### src/rtl/router_fsm.sv
// Router write-side controller: sequences header, payload, full-stall and parity phases of a packet.
// Optional macro ROUTER_PARITY_CHECK_EN adds the CHECK_PARITY_ERROR state and drives rst_int_reg.
module router_fsm (
   input  logic       clk,
   input  logic       rst,
   input  logic       pkt_valid,
   input  logic [1:0] din,
   input  logic       parity_done,
   input  logic       low_pkt_valid,
   input  logic       fifo_full,
   input  logic       fifo_empty_0,
   input  logic       fifo_empty_1,
   input  logic       fifo_empty_2,
   input  logic       soft_reset_0,
   input  logic       soft_reset_1,
   input  logic       soft_reset_2,
   output logic       write_enb_reg,
   output logic       detect_add,
   output logic       lfd_state,
   output logic       ld_state,
   output logic       laf_state,
   output logic       full_state,
   output logic       rst_int_reg,
   output logic       busy
);

   localparam int unsigned STATE_W = 3;
   localparam int unsigned ADDR_W  = 2;
   localparam int unsigned PORTS_W = 4;

   typedef enum logic [STATE_W-1:0] {
      DECODE_ADDRESS     = 3'd0,
      LOAD_FIRST_DATA    = 3'd1,
      LOAD_DATA          = 3'd2,
      FIFO_FULL_STATE    = 3'd3,
      LOAD_AFTER_FULL    = 3'd4,
      LOAD_PARITY        = 3'd5,
`ifdef ROUTER_PARITY_CHECK_EN
      CHECK_PARITY_ERROR = 3'd6,
`endif
      WAIT_TILL_EMPTY    = 3'd7
   } state_t;

   state_t              state;
   state_t              next_state;
   logic [ADDR_W-1:0]   addr;
   logic [PORTS_W-1:0]  empty_vec;
   logic [PORTS_W-1:0]  soft_vec;

   logic write_enb_nxt;
   logic detect_add_nxt;
   logic lfd_nxt;
   logic ld_nxt;
   logic laf_nxt;
   logic full_nxt;
   logic busy_nxt;

   // Address 3 is not a real port: it never reads empty and has no soft reset.
   assign empty_vec = {1'b0, fifo_empty_2, fifo_empty_1, fifo_empty_0};
   assign soft_vec  = {1'b0, soft_reset_2, soft_reset_1, soft_reset_0};

   // State and captured destination address
   always_ff @(posedge clk) begin
      if (!rst) begin
         state <= DECODE_ADDRESS;
         addr  <= '0;
      end else begin
         state <= next_state;
         if (state == DECODE_ADDRESS && pkt_valid)
            addr <= din;
      end
   end

   // Next-state logic; a soft reset on the addressed port overrides everything
   always_comb begin
      next_state = state;
      case (state)
         DECODE_ADDRESS: begin
            if (pkt_valid && din != 2'd3)
               next_state = empty_vec[din] ? LOAD_FIRST_DATA : WAIT_TILL_EMPTY;
         end
         LOAD_FIRST_DATA: next_state = LOAD_DATA;
         LOAD_DATA: begin
            if (fifo_full)
               next_state = FIFO_FULL_STATE;
            else if (!pkt_valid)
               next_state = LOAD_PARITY;
         end
         FIFO_FULL_STATE: begin
            if (!fifo_full)
               next_state = LOAD_AFTER_FULL;
         end
         LOAD_AFTER_FULL: begin
            if (parity_done)
               next_state = DECODE_ADDRESS;
            else if (low_pkt_valid)
               next_state = LOAD_PARITY;
            else
               next_state = LOAD_DATA;
         end
`ifdef ROUTER_PARITY_CHECK_EN
         LOAD_PARITY: next_state = CHECK_PARITY_ERROR;
         CHECK_PARITY_ERROR:
            next_state = fifo_full ? FIFO_FULL_STATE : DECODE_ADDRESS;
`else
         LOAD_PARITY:
            next_state = fifo_full ? FIFO_FULL_STATE : DECODE_ADDRESS;
`endif
         WAIT_TILL_EMPTY: begin
            if (empty_vec[addr])
               next_state = LOAD_FIRST_DATA;
         end
         default: next_state = DECODE_ADDRESS;
      endcase
      if (soft_vec[addr])
         next_state = DECODE_ADDRESS;
   end

   // Output decode of the upcoming state, so the registered outputs track the state register
   always_comb begin
      write_enb_nxt  = 1'b0;
      detect_add_nxt = 1'b0;
      lfd_nxt        = 1'b0;
      ld_nxt         = 1'b0;
      laf_nxt        = 1'b0;
      full_nxt       = 1'b0;
      busy_nxt       = 1'b1;
      case (next_state)
         DECODE_ADDRESS: begin
            detect_add_nxt = 1'b1;
            busy_nxt       = 1'b0;
         end
         LOAD_FIRST_DATA: lfd_nxt = 1'b1;
         LOAD_DATA: begin
            ld_nxt        = 1'b1;
            write_enb_nxt = 1'b1;
            busy_nxt      = 1'b0;
         end
         FIFO_FULL_STATE: full_nxt = 1'b1;
         LOAD_AFTER_FULL: begin
            laf_nxt       = 1'b1;
            write_enb_nxt = 1'b1;
         end
         LOAD_PARITY: write_enb_nxt = 1'b1;
         default: ;
      endcase
   end

   always_ff @(posedge clk) begin
      if (!rst) begin
         write_enb_reg <= 1'b0;
         detect_add    <= 1'b1;
         lfd_state     <= 1'b0;
         ld_state      <= 1'b0;
         laf_state     <= 1'b0;
         full_state    <= 1'b0;
         busy          <= 1'b0;
      end else begin
         write_enb_reg <= write_enb_nxt;
         detect_add    <= detect_add_nxt;
         lfd_state     <= lfd_nxt;
         ld_state      <= ld_nxt;
         laf_state     <= laf_nxt;
         full_state    <= full_nxt;
         busy          <= busy_nxt;
      end
   end

`ifdef ROUTER_PARITY_CHECK_EN
   always_ff @(posedge clk) begin
      if (!rst)
         rst_int_reg <= 1'b0;
      else
         rst_int_reg <= (next_state == CHECK_PARITY_ERROR);
   end
`else
   assign rst_int_reg = 1'b0;
`endif

endmodule

### config.mk
export PLATFORM = sky130hd
export DESIGN_NAME = router_fsm
export DESIGN_NICKNAME = d
export VERILOG_FILES = /design/src/rtl/router_fsm.sv
export SDC_FILE = /design/constraint.sdc
export NUM_CORES = 1
export LEC_CHECK = 0
export BUFFER_PORTS_ARGS = -buffer_cell sky130_fd_sc_hd__clkbuf_2
export CORE_MARGIN = 2
export CORE_UTILIZATION = 46
export DETAILED_ROUTE_END_ITERATION = 8
export PLACE_DENSITY_LB_ADDON = 0.12
export REMOVE_ABC_BUFFERS = 1
export SYNTH_ARGS = -nofsm -noshare
export SYNTH_HDL_FRONTEND = slang
export SYNTH_SLANG_ARGS = --single-unit
### constraint.sdc
create_clock -name clk -period 2 [get_ports clk]
set_input_delay 0.5 -clock clk [delete_from_list [all_inputs] [get_ports clk]]
set_output_delay 0.5 -clock clk [all_outputs]
set_load 0.02 [all_outputs]
==> metrics.md <==
| Metric | Value |
|---|---|
| Outcome | finished, final reports clean |
| Initial Util | 0.485 |
| Average wire per standard cell | 10.9 um |
| Max FFs per register | 3 |
| DR WL met2 | 535 um |
| Vias | 556 |
| Most common flop cell mapped by yosys | dfxtp_1 |
| Count leader, synth | dfxtp_1 |
| Minimum clock period | 1.48 ns |
| Met1 Wirelength | 530 um |
| Die width | 40.8 um |
| Total power | 0.589 mW |
| Grt total ovfl | 0 |
| Sw frac | 0.278 |
| Cell area after synthesis | 623 um2 |
| Leak | 0.326 nW |
| Fin. Hold Viols | 0 |
| Clock root cell | clkbuf_4 |
| ANT nets after route | 0 |
| Fin Setup TNS | 0 ns |
| FF-to-FF End | write_enb_reg$_SDFF_PN0_ |
| Post-synth EDFFs | 0 |
| VDD IR max | 373 uV |
| Setup Crit Path Kind | flip-flop to flip-flop |
| Post-synth top area share | 0.386 |
| Clk Latency, worst-skew pair | 0.27 ns |
| Routed met3 length | 76 um |
| Final Instance Count excl. Fillers | 105 |
| Sequential cell area | 240 um2 |
| Global-route wire length before repair | 1880 um |
| Cell area after layout | 754 um2 |
| Ratio of cells with drive above 1 in the final layout | 0.333 |
| Pin count of the biggest net entering global routing | 10 |
| Clock buffer depth | 2 |
| Final setup violation count | 0 |
| RSZ-0062 raised after global routing | false |
| Clock Skew | 0.00158 ns |
| Multi-input logic area | 355 um2 |
| R2R depth | 5 |
| NetSw | 0.164 mW |
| Post-synth ARST share | 0 |
| Part of the cycle the worst path needs | 0.738 |
| Placed insts | 101 |
| Antenna violations before repair | 0 |
| Core Util, Final | 0.587 |
| Cell-internal power | 0.425 mW |
| Top sig layer | met3 |
| Cts hold-fix bufs | 0 |
| # IOs | 22 |
| Post_cts resized | 0 |
| Vias/cell | 5.30 |
| Sequential share of power | 0.464 |
| CP arrival | 1.63 ns |
| Final Slew Violations | 0 |
| Comb power frac | 0.220 |
| Post-synth top area cell | dfxtp_1 |
| Pwr dens | 781 nW/um2 |
| P&R area growth vs syn | 21.1% |
| Peak Freq | 677 MHz |
| DRC Markers | 0 |
| H-tree levels | 1 |
| Placed Area | 718 um2 |
| Reg2reg start | state[1]$_SDFF_PN0_ |
| Std cell rows | 13 |
| Clock power share | 0.316 |
| WHS Endpoint | addr[1]$_SDFFE_PN0P_ |
| Startpoint types | flip-flop |
| Clk sinks | 12 |
| Hold/Removal Path Class | input port to flip-flop |
| CP required | 2.15 ns |
| R2R Setup Slk | 0.52 ns |
| Synth Warn # | 0 |
| Avg Inst Size Synth | 9.03 um2 |
| Number of CTS-inserted buffers | 3 |
| Hpwl dp | 918 um |
| Synth top area cells | dfxtp_1 39%, mux2i_1 6.4%, nand3b_1 4.8%, nor2_1 4.8%, nor2b_1 4.0% |
| Seq/Total Area, Yosys | 0.386 |
| Hold Crit Depth | 2 |
| First-pass detailed-route iteration total | 4 |
| Die area | 1670 um2 |
| Total GRT Usage | 0.174 |
| Top flop regs | state: 3 flops, addr: 2 flops |
| Crit. End Element | flip-flop |
| Most flop-heavy register | state |
| MaxCap Viol Count | 0 |
| Netlist cell types | 30 |
| Initial DRC count | 3 |
| RePlAce Congestion | 0.739 |
| Clk slew on worst S/H paths | 0.07 ns |
| Top cells by count, synth | 12 x dfxtp_1, 8 x nor2_1 |
| Layout Nets | 105 |
| Vias in the first global route | 480 |
| Die height | 40.8 um |
| Filler Cell Count | 130 |
| TritonCTS clock tree | built |
| Post-CTS Setup Inserts | 0 |
| Port Buffers | 20 |
| # diodes | 0 |
| CP max FO | 8 |
| Final WL | 1140 um |
| Mapped Cells | 69 |
| Yosys reg bits | 12 |
| Core Area | 1280 um2 |
| Hold Startpoint | rst |
[stage by stage]
step	setup slack, ns	hold slack, ns
floorplan	0.556	0.533
global placement	0.377	0.584
detailed placement	0.356	0.582
CTS	0.518	0.485
global route	0.430	0.506
finish	0.524	0.486
[per-layer routing]
layer | vias up | GRT usage
met2 | 18 | 0.293
met4 | 0 | 0.0250
met5 | - | 0
met3 | 0 | 0.0815
li1 | 289 | -
met1 | 249 | 0.202
[power groups by stage]
stage	logic, mW	registers (mW)	clock network, mW
finish	0.130	0.273	0.186
global route	0.145	0.276	0.202
CTS	0.131	0.273	0.191
detailed placement	0.130	0.279	0
global placement	0.129	0.279	0
floorplan	0.0819	0.286	0
[cell families (layout without fill, tap and decap cells)]
| logic type | after synthesis | after routing | synth area share |
|---|---|---|---|
| simple gates | 35 | 35 | 0.355 |
| compound gates | 12 | 12 | 0.127 |
| mux | 5 | 5 | 0.0823 |
| flops | 12 | 12 | 0.386 |
| buf+inv | 4 | 25 | 0.0442 |
| other cells | 1 | 1 | 0.00602 |
[placed cells by master (no fill, tap or decap), types with 2 or more instances in the layout]
| cell type | instances |
|---|---|
| nand2b_1 | 3 |
| nor2b_1 | 4 |
| nor2_1 | 8 |
| o211ai_1 | 3 |
| a21oi_1 | 2 |
| clkbuf_2 | 20 |
| clkbuf_4 | 3 |
| dfxtp_1 | 12 |
| nand2_1 | 4 |
| and3_1 | 2 |
| nand3b_1 | 4 |
| nor3_1 | 2 |
| o21ai_0 | 3 |
| mux2i_1 | 4 |
[critical path, stage by stage (launching register included)]
cell,delay [ns]
dfxtp_1,0.40
nor4b_4,0.44
nand2_2,0.07
and4_4,0.24
a21oi_1,0.16
nor2_1,0.05
[area by class of cell]
class                      count  share of cell area
inverter                       1             0.00498
multi-input combinational     53               0.471
tap                           15              0.0249
timing repair buffer          20               0.133
clock buffer                   4              0.0481
sequential                    12               0.318
[how the worst max path moves through the flow]
stage / from / endpoint / cells past startpoint
4_1_cts: state[2]$_SDFF_PN0_ / full_state$_SDFF_PN0_ / 5
3_3_place_gp: din[0] / detect_add$_SDFF_PN1_ / 6
5_1_grt: state[1]$_SDFF_PN0_ / write_enb_reg$_SDFF_PN0_ / 5
6_report: state[1]$_SDFF_PN0_ / write_enb_reg$_SDFF_PN0_ / 5
3_5_place_dp: din[0] / detect_add$_SDFF_PN1_ / 6
2_1_floorplan: din[0] / detect_add$_SDFF_PN1_ / 5
Power figures use the tool's default switching activity.
